**src/rtl/cnu_minsum_serial.sv**
```systemverilog
// Serial offset-min-sum check node: collects DC variable-to-check messages one per cycle,
// then streams DC check-to-variable messages back with valid/ready flow control.
module cnu_minsum_serial #(
   parameter int DC     = 6,
   parameter int IW     = 10,
   parameter int OW     = 6,
   parameter int OFFSET = 1
) (
   input  logic                  clk,
   input  logic                  rst,
   input  logic                  i_valid,
   output logic                  o_ready,
   input  logic [IW-1:0]         i_data,
   output logic                  o_valid,
   input  logic                  i_ready,
   output logic [OW-1:0]         o_data,
   output logic [$clog2(DC)-1:0] o_idx,
   output logic                  o_last,
   output logic                  o_parity,
   output logic                  o_parity_valid
);
   localparam int CW = $clog2(DC);
   localparam int MW = OW - 1;
   localparam logic [MW-1:0] MAXM = '1;
   localparam logic [MW-1:0] OFFS = MW'(OFFSET);
   localparam logic [CW-1:0] LAST = CW'(DC - 1);

   typedef enum logic {S_COLLECT, S_EMIT} state_e;

   state_e        state_q;
   logic          run_q;
   logic [CW-1:0] cnt_q;
   logic [MW-1:0] min1_q, min2_q;
   logic [CW-1:0] idx_q;
   logic          par_q;
   logic [DC-1:0] sgn_q;
   logic          par_out_q, par_vld_q;

   logic [IW:0]   abs_w;
   logic [MW-1:0] mag_w, base_w, omag_w;
   logic          sgn_w, osgn_w, acc_w, hs_w;

   // Saturate to +/-(2^(OW-1)-1) by clamping the magnitude; -2^(OW-1) can never appear.
   always_comb begin
      sgn_w  = i_data[IW-1];
      abs_w  = sgn_w ? (~{1'b1, i_data} + (IW+1)'(1)) : {1'b0, i_data};
      mag_w  = (abs_w > (IW+1)'(MAXM)) ? MAXM : abs_w[MW-1:0];
      base_w = (cnt_q == idx_q) ? min2_q : min1_q;
      omag_w = (base_w > OFFS) ? (base_w - OFFS) : '0;
      osgn_w = par_q ^ sgn_q[cnt_q];
   end

   assign o_ready        = run_q && (state_q == S_COLLECT);
   assign o_valid        = (state_q == S_EMIT);
   assign o_data         = o_valid ? (osgn_w ? -{1'b0, omag_w} : {1'b0, omag_w}) : '0;
   assign o_idx          = o_valid ? cnt_q : '0;
   assign o_last         = o_valid && (cnt_q == LAST);
   assign o_parity       = par_out_q;
   assign o_parity_valid = par_vld_q;
   assign acc_w          = i_valid && o_ready;
   assign hs_w           = o_valid && i_ready;

   always_ff @(posedge clk) begin
      if (rst) begin
         state_q   <= S_COLLECT;
         run_q     <= 1'b0;
         cnt_q     <= '0;
         min1_q    <= MAXM;
         min2_q    <= MAXM;
         idx_q     <= '0;
         par_q     <= 1'b0;
         par_out_q <= 1'b0;
         par_vld_q <= 1'b0;
      end else begin
         run_q     <= 1'b1;
         par_vld_q <= 1'b0;
         case (state_q)
            S_COLLECT: if (acc_w) begin
               par_q <= par_q ^ sgn_w;
               if (mag_w < min1_q) begin
                  min2_q <= min1_q;
                  min1_q <= mag_w;
                  idx_q  <= cnt_q;
               end else if (mag_w < min2_q) begin
                  min2_q <= mag_w;
               end
               if (cnt_q == LAST) begin
                  cnt_q     <= '0;
                  state_q   <= S_EMIT;
                  par_out_q <= par_q ^ sgn_w;
                  par_vld_q <= 1'b1;
               end else begin
                  cnt_q <= cnt_q + CW'(1);
               end
            end
            S_EMIT: if (hs_w) begin
               if (cnt_q == LAST) begin
                  cnt_q   <= '0;
                  state_q <= S_COLLECT;
                  min1_q  <= MAXM;
                  min2_q  <= MAXM;
                  idx_q   <= '0;
                  par_q   <= 1'b0;
               end else begin
                  cnt_q <= cnt_q + CW'(1);
               end
            end
            default: state_q <= S_COLLECT;
         endcase
      end
   end

   // Only signs are buffered; magnitudes are fully summarised by min1/min2/idx.
   always_ff @(posedge clk) begin
      if (acc_w) sgn_q[cnt_q] <= sgn_w;
   end
endmodule

```
**config.mk**
```make
export PLATFORM = sky130hd
export DESIGN_NAME = cnu_minsum_serial
export DESIGN_NICKNAME = d
export VERILOG_FILES = /design/src/rtl/cnu_minsum_serial.sv
export SDC_FILE = /design/constraint.sdc
export NUM_CORES = 1
export LEC_CHECK = 0
export ABC_AREA = 1
export BUFFER_PORTS_ARGS = -buffer_cell sky130_fd_sc_hd__buf_2
export CORE_AREA = 8 8 70 66
export DETAILED_ROUTE_END_ITERATION = 16
export DIE_AREA = 0 0 78 74
export PLACE_DENSITY = 0.94
export SLEW_MARGIN = 20
export SYNTH_ARGS = -nofsm -noshare
export SYNTH_HDL_FRONTEND = slang
export SYNTH_SLANG_ARGS = --single-unit
```
**constraint.sdc**
```tcl
create_clock -name clk -period 7.3 [get_ports clk]
set_clock_uncertainty 0.05 [all_clocks]
set_input_delay 1.46 -clock clk [delete_from_list [all_inputs] [get_ports clk]]
set_output_delay 1.46 -clock clk [all_outputs]
set_load 0.03 [all_outputs]
```
==> results of run 1 <==
[power by group through the flow]
stage | combinational, mW | clock, mW | sequential (mW)
floorplan | 0.100 | 0 | 0.167
global placement | 0.118 | 0 | 0.170
detailed placement | 0.123 | 0 | 0.171
CTS | 0.124 | 0.0883 | 0.167
global route | 0.141 | 0.0938 | 0.169
finish | 0.126 | 0.0869 | 0.167
[cells in the final DEF (no fill, tap or decap), types with 2 or more instances in the layout]
cell | Yosys | routed
a21oi_1 | 14 | 14
buf_2 | 0 | 27
clkbuf_8 | 0 | 3
dfxtp_1 | 21 | 21
edfxtp_1 | 6 | 6
ha_1 | 12 | 12
inv_1 | 35 | 35
inv_2 | 3 | 3
nand2_1 | 65 | 65
nand2_2 | 14 | 14
nand3_1 | 32 | 32
nand4_1 | 7 | 7
nor2_1 | 35 | 35
nor2_2 | 3 | 3
nor3_1 | 11 | 11
nor4_1 | 3 | 3
o21ai_0 | 8 | 8
o21ai_2 | 4 | 4
xnor2_1 | 4 | 4
xor2_1 | 2 | 2
[stage by stage]
stage	util	worst slack (ns)	cells
floorplan	-	3.15	300
global placement	0.623	3.09	367
detailed placement	0.623	3.03	367
CTS	0.636	2.71	371
global route	0.636	2.44	371
finish	0.636	2.68	371
[worst max-delay path: cells and delay by family, from the launching register on]
family | cells | cell delay [ns]
compound gates | 1 | 0.19
fa+ha+maj | 2 | 0.38
flops | 1 | 0.56
simple gates | 10 | 1.08
buf+inv | 5 | 0.61
[cell families after synthesis]
group / after synthesis
AOI/OAI and AO/OA: 33
buffers and inverters: 46
adders and majority gates: 12
DFF: 27
xor gates and xnor gates: 7
and+or+nand+nor: 175
[area by class of cell]
cell class / instances / area [um2]
Fill cell: 300 / 1280
Multi-Input combinational cell: 227 / 1250
Tap cell: 46 / 57.6
Inverter: 40 / 153
Clock buffer: 3 / 41.3
Sequential cell: 27 / 601
Timing Repair Buffer: 27 / 135
Clock inverter: 1 / 7.51
[registers in the layout, summed over array words and instances (netlist names)]
signal	cells
sgn_q	6
min1_q	5
min2_q	5
cnt_q	3
idx_q	3
o_parity	1
o_parity_valid	1
o_valid	1
par_q	1
run_q	1
[final timing paths]
path / from / depth (start not counted) / end / slack [ns]
worst max-delay path: cnt_q[0] / 18 / o_data[2] / 2.68
worst min-delay path: min2_q[0] / 2 / min2_q[0] / 0.46
worst max register to register: min1_q[2] / 11 / min1_q[4] / 4.99
worst min register to register: min2_q[0] / 2 / min2_q[0] / 0.46
[layer usage]
metal / vias up / global-route usage
li1: 1036 / -
met1: 920 / 0.208
met2: 111 / 0.263
met3: 8 / 0.0133
met4: 0 / 0.0945
met5: - / 0
[synth_stat cells]
cell / instances
xnor2_2: 1
edfxtp_1: 6
a211oi_2: 1
inv_2: 3
xnor2_1: 4
a2111oi_2: 1
nor2_2: 3
clkinv_1: 1
buf_4: 3
nand2_2: 14
o32ai_1: 1
nand2_4: 1
dfxtp_1: 21
nor3_2: 1
nor4_1: 3
o21ai_0: 8
or2_1: 1
a21oi_1: 14
inv_1: 35
nand3_2: 1
a21boi_2: 1
xor2_1: 2
o21ai_1: 1
nand3_4: 1
nor2_1: 35
o21ai_2: 4
buf_6: 2
nor3_1: 11
ha_1: 12
clkbuf_1: 1
nand2_1: 65
nand3_1: 32
inv_4: 1
o21a_1: 1
o31ai_1: 1
nand4_1: 7
==> out/results.ini, run 1 <==
[drt]
drt_iter0_drc=206
drc=0
dr.pass1.iters=5
routed-via-count=2075
post_drt_wl_per_cell_um=12.9
wl_met3_um=431
m1WireLength_mm=2.11
top_layer=met4
drt-total-wl_mm=4.79
ant_nets=0
vias_per_cell=5.59
met2WireLength_mm=2.16

[worst_setup_path]
endpoint_kind=primary output
cp_max_fo=11
cp.arrival_ns=3.11
cp_cell_sequence=inv_1 -> nand2_1 -> nand2_1 -> nand3_4 -> nand2_2 -> nand2_2 -> inv_2 -> ha_1 -> nand2_1 -> nand2_2 -> nand2_2 -> inv_1 -> nor2_1 -> inv_2 -> ha_1 -> o21a_1 -> nor3_1 -> buf_2
worst_path_max_delay_cell=dfxtp_1
cp.required_ns=5.79
critPathKind=flip-flop to primary output
start_kind=flip-flop
cpMostUsedCell=nand2_2
critPathMaxStageDelay_ns=0.56

[placement]
gp_congestion=0.996
place.detailed.hpwl_mm=3.72
placedInstanceArea_um2=2190
port_buffers=27

[pwr]
power_density_nw_per_um2=170
leakagePower_nw=1.13
seqPwrFrac=0.441
comb_power_share=0.330
p_clk_frac=0.229
switching_share=0.356
p_int_uw=245
p_total_uw=380
vdd_ir_drop_max_mv=0.131
p_switching_uw=135

[synth]
synth-xor-area-share=0.0336
mappedNetlistArea_um2=2050
syn_area_per_cell_um2=6.83
ys_types=36
synthCells=300
synth-seq-cells=27
synth_area_leaders=dfxtp_1 21%, nand2_1 12%, edfxtp_1 8.8%
synth_top_area_frac=0.205
synthAdderAreaFrac=0.0733
yosysSeqAreaShare=0.293
syn-num-nets=326
synth_compound_area_frac=0.104
synthMuxAreaShare=0
synth_top_family_by_area=simple AND/OR/NAND/NOR gates
synth_top_cell_by_area=dfxtp_1
synth-simple-area-share=0.398
yosysWarnings=0

[global_route]
grt_pass1_wl_mm=7.72
antenna_found_initial=0
gr-total-overflow=0
grt_pass1_vias=1774
grt_max_degree=17
grtUsageTotal=0.162

[sta]
slew_headroom=0.666
period_share=0.632
finalSetupTns_ns=0
tightest_slew_ns=0.501
finalSetupViolCount=0
whs_ns=0.462
rsz0062_at_grt=no
max_freq_mhz=217
min_period_ns=4.62
hold_viol=0
slew_viol_final=0

[floorplan]
start_util=0.582
die_height_um=74
io_pins=28
core-area_um2=3520
dieArea_um2=5770
die_w_um=78
num_rows=21

[layout]
n_antenna_cell=0
design_area_um2=2240
fin_nets=352
synthToLayoutAreaGrowth_pct=9.41
layout-drive-gt1-share=0.197

[clock_tree]
insertion_delay_ns=0.28
clock_path_buffers=2
clock-sinks=27
htree_levels=1
cts_resized=0
cts_hold_buf=0
clk_pin_slew_ns=0.10
cts_buffers=3
cts_setup_buffers=0
cts_tree=yes
root_buffer=clkbuf_8

[min_path]
hp-class=flip-flop to flip-flop

[outcome]
outcome=complete, no violations

[flow_run]
drv_cap=0

(Power assumes the default switching activity.)
==> inputs of run 2 (changes only) <==
- ABC_AREA: 1 -> 0
- CORE_AREA: 8 8 70 66 -> 8 8 73 68
- DIE_AREA: 0 0 78 74 -> 0 0 81 76
- PLACE_DENSITY: 0.94 -> 0.89
- clock period: 7.3 -> 4.6 ns (I/O delays scaled with it)
==> run 2 against run 1 <==
Non-clock buffer count grew 14. Sequential cell count stayed put. Clock power rose by 62%. Clock-buffer cell count is the same. First-iteration DRC count is 16% lower. Die area grew 6.7%. Global-route usage shrank 0.56 points. Design area grew 6.5%. Area after synthesis up 1.8%. Critical path type is now input port to flip-flop.
==> out/results.ini, run 2 <==
[synth]
synth_area_leaders=dfxtp_1 20%, edfxtp_1 8.6%, ha_1 7.2%  ; was dfxtp_1 21%, nand2_1 12%, edfxtp_1 8.8%
synth_edf_count=6  ; unchanged
synth_ff_type=dfxtp_1  ; unchanged
synth-seq-cells=27  ; unchanged
mappedNetlistArea_um2=2090  ; was 2050 um2
async_flop_share=0  ; unchanged
synth_common_cells=27 x nand2_1, 21 x dfxtp_1, 18 x inv_1, 17 x nor2_1  ; was 65 x nand2_1, 35 x inv_1, 35 x nor2_1, 32 x nand3_1, 21 x dfxtp_1
synthMostInstantiatedCell=nand2_1  ; unchanged
yosysSeqAreaShare=0.288  ; was 0.293
synthCells=250  ; was 300
syn_area_per_cell_um2=8.34  ; was 6.83 um2
ys_types=51  ; was 36
synth_top_area_frac=0.202  ; was 0.205
yosysWarnings=0  ; unchanged
syn-num-nets=276  ; was 326
synth_top_cell_by_area=dfxtp_1  ; unchanged

[worst_setup_path]
cp_max_fo=10  ; was 11
endpoint_kind=flip-flop  ; was primary output
cp_cell_sequence=buf_2 -> inv_1 -> ha_1 -> or4_1 -> a21o_1 -> nand2_1 -> nand2_1 -> buf_4 -> ha_1 -> a21o_1 -> a21oi_1 -> o211a_1 -> a221o_1 -> a2111oi_4 -> a21oi_1 -> a211o_1  ; was inv_1 -> nand2_1 -> nand2_1 -> nand3_4 -> nand2_2 -> nand2_2 -> inv_2 -> ha_1 -> nand2_1 -> nand2_2 -> nand2_2 -> inv_1 -> nor2_1 -> inv_2 -> ha_1 -> o21a_1 -> nor3_1 -> buf_2
cp.required_ns=4.73  ; was 5.79 ns
worst_path_max_delay_cell=a2111oi_4  ; was dfxtp_1
reg2reg_to=min2_q[0]  ; was min1_q[4]
cp_num_buf_inv=3  ; was 5
cp_top_family=compound AO/OA/AOI/OAI gates  ; was simple AND/OR/NAND/NOR gates
r2r_cells=7  ; was 11
r2r_start=o_valid  ; was min1_q[2]
r2r_slack_ns=1.85  ; was 4.99 ns
critPathMaxStageDelay_ns=0.64  ; was 0.56 ns
cp.arrival_ns=4.45  ; was 3.11 ns
critPathKind=input port to flip-flop  ; was flip-flop to primary output
start_kind=input port  ; was flip-flop

[flow_run]
drv_cap=0  ; unchanged

[drt]
routed-via-count=1931  ; was 2075
drt-total-wl_mm=4.80  ; was 4.79 mm
ant_nets=0  ; unchanged
drc=0  ; unchanged
drt_iter0_drc=173  ; was 206
vias_per_cell=5.83  ; was 5.59
post_drt_wl_per_cell_um=14.5  ; was 12.9 um
dr.pass1.iters=4  ; was 5

[placement]
port_buffers=27  ; unchanged
dp_cells=327  ; was 367
dp_slack_ns=-0.0261  ; was 3.03 ns
place.detailed.hpwl_mm=3.74  ; was 3.72 mm
gp_congestion=0.890  ; was 0.996
placedInstanceArea_um2=2330  ; was 2190 um2

[pwr]
leakagePower_nw=1.08  ; was 1.13 nW
power_density_nw_per_um2=205  ; was 170 nW/um2
vdd_ir_drop_max_mv=0.127  ; was 0.131 mV
p_total_uw=490  ; was 380 uW

[layout]
n_antenna_cell=0  ; unchanged
synthToLayoutAreaGrowth_pct=14.5  ; was 9.41%
fin_nets=310  ; was 352
final_cells=331  ; was 371
reg_top3=sgn_q (6), min1_q (5), min2_q (5)  ; unchanged
layout-drive-gt1-share=0.187  ; was 0.197
layout_common_cells=27 x nand2_1, 27 x buf_2, 20 x dfxtp_1  ; was 65 x nand2_1, 35 x inv_1, 35 x nor2_1
largest_register_ffs=6  ; unchanged
design_area_um2=2390  ; was 2240 um2
fillers=317  ; was 300
max_flop_register=sgn_q  ; unchanged

[sta]
rsz0062_at_grt=no  ; unchanged
finalSetupViolCount=0  ; unchanged
hold_viol=0  ; unchanged
period_share=0.939
whs_ns=0.429  ; was 0.462 ns
slew_viol_final=0  ; unchanged
worst_slack_ns=0.279  ; was 2.68 ns
min_period_ns=4.32
max_freq_mhz=231
tightest_slew_ns=0.604  ; was 0.501 ns
slew_headroom=0.597  ; was 0.666

[floorplan]
die_w_um=81  ; was 78 um
dieArea_um2=6160  ; was 5770 um2
io_pins=28  ; unchanged
start_util=0.541  ; was 0.582
die_height_um=76  ; was 74 um
core-area_um2=3850  ; was 3520 um2
num_rows=22  ; was 21

[clock_tree]
cts_resized=0  ; unchanged
cts_hold_buf=0  ; unchanged
cts_tree=yes  ; unchanged
htree_levels=1  ; unchanged
insertion_delay_ns=0.28  ; about the same
clock-sinks=27  ; unchanged
root_buffer=clkbuf_8  ; unchanged
cts_setup_buffers=0  ; unchanged
clk_pin_slew_ns=0.10  ; about the same
cts_buffers=3  ; unchanged
clock_path_buffers=2  ; unchanged

[global_route]
antenna_found_initial=0  ; unchanged
gr-total-overflow=0  ; unchanged
grt_max_degree=18  ; was 17
grt_pass1_vias=1823  ; was 1774
grtUsageTotal=0.156  ; was 0.162
grt_pass1_wl_mm=8.00  ; was 7.72 mm

[outcome]
outcome=complete, no violations  ; unchanged

[min_path]
hold_path_end=idx_q[0]  ; was min2_q[0]
hp-start=idx_q[0]  ; was min2_q[0]
hp-class=flip-flop to flip-flop  ; unchanged
hold_depth=2  ; unchanged

[run 2: area by class of cell]
cell class | instances | area [um2] | area share
repair buffers | 41 | 240 | 0.101
inverters | 19 | 71.3 | 0.0299
well taps | 48 | 60.1 | 0.0252
multi-input cells | 192 | 1360 | 0.571
flip-flops and latches | 27 | 602 | 0.252
clock inverters | 1 | 8.76 | 0.00367
clock buffers | 3 | 41.3 | 0.0173
[run 2: worst register-to-register path, cell delays in order (launching register included)]
cell and delay (ns):
dfxtp_1 0.65, nand3b_4 0.30, nand2_1 0.15, o211a_1 0.17, a221o_1 0.33, a2111oi_4 0.64, a21oi_1 0.09, a211o_1 0.28
[run 2: through the flow]
stage	util	TNS (ns)
final	0.619	0
after global routing	0.619	0
after global placement	0.605	0
after CTS	0.618	0
after detailed placement	0.605	-0.0493
after floorplan	-	0
[run 2: how the worst max path moves through the flow]
stage,start,to,slack (ns),cells past startpoint
2_1_floorplan,i_data[1],min2_q[0],0.42,13
6_report,i_data[0],min2_q[0],0.28,16
5_1_grt,i_data[0],min2_q[0],0.10,16
3_3_place_gp,i_data[0],min2_q[0],0.11,16
4_1_cts,i_data[0],min1_q[3],0.25,16
3_5_place_dp,i_data[0],min1_q[3],-0.03,16
[run 2: cell families (layout without fill, tap and decap cells)]
logic type	Yosys count	in the layout	synth area share
simple gates	97	97	0.252
xor+xnor	14	14	0.0588
flops	27	27	0.288
fa+ha+maj	12	12	0.0720
mux	16	16	0.0828
compound gates	53	53	0.185
buf+inv	31	64	0.0612
[run 2: power breakdown]
part	internal [mW]	switching (mW)	total, mW
combinational	0.0431	0.0567	0.0997
clock	0.0636	0.0771	0.141
sequential	0.246	0.00420	0.250
[run 2: per-layer routing]
metal	global-route usage	share of wire	wire length [um]
met1	0.211	0.47	2250
met5	0	0	0
met4	0.0714	0.017	81
met2	0.243	0.45	2170
met3	0.0130	0.062	299
==> inputs of run 3 (changes only) <==
- CORE_AREA: 8 8 73 68 -> 4 4 69 64
- DIE_AREA: 0 0 81 76 -> 0 0 73 68
==> run 3 against run 2 <==
Register-to-register slack barely moved. Die area is 19% lower. Clock-buffer cell count unchanged. Setup slack gained 0.037 ns. Sequential cell count stayed put. Combinational power shrank 0.7%. Largest power group unchanged.
==> out/results.ini, run 3 (same netlist as run 2, synthesis figures left out) <==
[outcome]
outcome=complete, no violations  ; unchanged

[floorplan]
die_height_um=68  ; was 76 um
core-area_um2=3700  ; was 3850 um2
start_util=0.563  ; was 0.541
die_w_um=73  ; was 81 um
num_rows=21  ; was 22
dieArea_um2=4960  ; was 6160 um2
io_pins=28  ; unchanged

[worst_setup_path]
cp_max_fo=10  ; unchanged
r2r_slack_ns=1.84  ; was 1.85 ns
critPathKind=input port to flip-flop  ; unchanged
cp.arrival_ns=4.41  ; was 4.45 ns
r2r_start=o_valid  ; unchanged
reg2reg_to=min2_q[0]  ; unchanged
cp_num_buf_inv=2  ; was 3
worst_path_max_delay_cell=a2111oi_4  ; unchanged
endpoint_kind=flip-flop  ; unchanged
critPathMaxStageDelay_ns=0.63  ; was 0.64 ns
crit_start=i_data[0]  ; unchanged
cp_top_family=compound AO/OA/AOI/OAI gates  ; unchanged
start_kind=input port  ; unchanged
r2r_cells=7  ; unchanged
cp_cell_sequence=buf_2 -> inv_1 -> ha_1 -> or4_1 -> a21o_1 -> nand2_1 -> nand2_1 -> ha_1 -> a21o_1 -> a21oi_1 -> o211a_1 -> a221o_1 -> a2111oi_4 -> a21oi_1 -> a211o_1  ; was buf_2 -> inv_1 -> ha_1 -> or4_1 -> a21o_1 -> nand2_1 -> nand2_1 -> buf_4 -> ha_1 -> a21o_1 -> a21oi_1 -> o211a_1 -> a221o_1 -> a2111oi_4 -> a21oi_1 -> a211o_1
cp.required_ns=4.72  ; was 4.73 ns

[global_route]
grt_pass1_vias=1799  ; was 1823
top_usage_layer=met2  ; unchanged
gr-total-overflow=0  ; unchanged
use_met3=0.0250  ; was 0.0130
grt_pass1_wl_mm=8.05  ; was 8.00 mm
grt_use_met1=0.263  ; was 0.211
grtUsageMet2=0.347  ; was 0.243
antenna_found_initial=0  ; unchanged
grt_max_degree=18  ; unchanged
grtUsageTotal=0.203  ; was 0.156

[sta]
max_freq_mhz=233  ; was 231 MHz
hold_viol=0  ; unchanged
finalSetupViolCount=0  ; unchanged
finalSetupTns_ns=0  ; unchanged
rsz0062_at_grt=no  ; unchanged
period_share=0.931  ; was 0.939
tightest_slew_ns=0.613  ; was 0.604 ns
min_period_ns=4.28  ; was 4.32 ns
slew_headroom=0.590  ; was 0.597
slew_viol_final=0  ; unchanged

[pwr]
comb_power_share=0.200  ; was 0.203
p_clk_frac=0.296  ; was 0.287
leakagePower_nw=1.05  ; was 1.08 nW
switching_share=0.291  ; was 0.281
p_switching_uw=144  ; was 138 uW
vdd_ir_drop_max_mv=0.157  ; was 0.127 mV
power_density_nw_per_um2=212  ; was 205 nW/um2
p_int_uw=350  ; was 352 uW
seqPwrFrac=0.504  ; was 0.510
p_total_uw=494  ; was 490 uW

[placement]
port_buffers=27  ; unchanged
gp_congestion=0.894  ; was 0.890
place.detailed.hpwl_mm=3.57  ; was 3.74 mm
dp_cells=318  ; was 327

[clock_tree]
clock-sinks=27  ; unchanged
root_buffer=clkbuf_8  ; unchanged
cts_buffers=3  ; unchanged
cts_tree=yes  ; unchanged
insertion_delay_ns=0.28  ; about the same
clock_path_buffers=2  ; unchanged
clk_pin_slew_ns=0.10  ; about the same
cts_resized=0  ; unchanged
cts_setup_buffers=0  ; unchanged
htree_levels=1  ; unchanged
cts_hold_buf=0  ; unchanged

[layout]
n_antenna_cell=0  ; unchanged
final_cells=322  ; was 331
max_flop_register=sgn_q  ; unchanged
layout_common_cells=27 x nand2_1, 27 x buf_2, 21 x dfxtp_1  ; was 27 x nand2_1, 27 x buf_2, 20 x dfxtp_1
reg_top3=sgn_q (6), min1_q (5), min2_q (5)  ; unchanged
synthToLayoutAreaGrowth_pct=11.5  ; was 14.5%
layout-drive-gt1-share=0.159  ; was 0.187
largest_register_ffs=6  ; unchanged
fin_nets=303  ; was 310
fillers=311  ; was 317

[drt]
drt-total-wl_mm=4.72  ; was 4.80 mm
ant_nets=0  ; unchanged
routed-via-count=1942  ; was 1931
vias_per_cell=6.03  ; was 5.83
post_drt_wl_per_cell_um=14.7  ; was 14.5 um
drc=0  ; unchanged
dr.pass1.iters=4  ; unchanged
drt_iter0_drc=133  ; was 173

[min_path]
hold_path_end=idx_q[1]  ; was idx_q[0]
hold_depth=2  ; unchanged
hp-class=flip-flop to flip-flop  ; unchanged
hp-start=idx_q[1]  ; was idx_q[0]

[flow_run]
drv_cap=0  ; unchanged

[run 3: metal layers]
metal / part of all wire / wire length (um)
met5: 0 / 0
met4: 0.017 / 78
met1: 0.45 / 2130
met3: 0.053 / 251
met2: 0.48 / 2260
[run 3: worst max-delay path by stage]
stage	endpoint	slack [ns]	depth (start not counted)
CTS	min2_q[0]	0.33	15
finish	min2_q[0]	0.32	15
detailed placement	min2_q[0]	0.06	15
global route	min2_q[0]	0.09	15
global placement	min2_q[0]	0.21	15
floorplan	min2_q[0]	0.42	13
[run 3: worst register-to-register path, stage by stage, from the launching register on]
cell and delay [ns]:
dfxtp_1 0.64, nand3b_4 0.29, nand2_1 0.16, o211a_1 0.18, a221o_1 0.33, a2111oi_4 0.63
a21oi_1 0.08, a211o_1 0.29
[run 3: stage by stage]
stage	hold slack, ns	utilization	setup slack (ns)	cell area (um2)
2_1_floorplan	0.394	-	0.416	2090
3_3_place_gp	0.403	0.614	0.209	2270
3_5_place_dp	0.414	0.614	0.0613	2270
4_1_cts	0.428	0.627	0.331	2320
5_1_grt	0.455	0.627	0.0905	2320
6_report	0.428	0.627	0.316	2320
[run 3: area by class of cell]
type / instances / area (um2) / share of cell area
multi-input cells: 192 / 1360 / 0.584
flip-flops and latches: 27 / 601 / 0.258
repair buffers: 34 / 188 / 0.0807
inverters: 19 / 71.3 / 0.0307
well taps: 46 / 57.6 / 0.0248
clock buffers: 3 / 41.3 / 0.0178
clock inverters: 1 / 8.76 / 0.00377
[run 3: power groups by stage]
stage               sequential [mW]  clock, mW  combinational [mW]
floorplan                     0.253          0              0.0734
global placement              0.254          0              0.0948
detailed placement            0.254          0              0.0980
CTS                           0.249      0.149              0.0987
global route                  0.249      0.159               0.111
finish                        0.249      0.146              0.0990
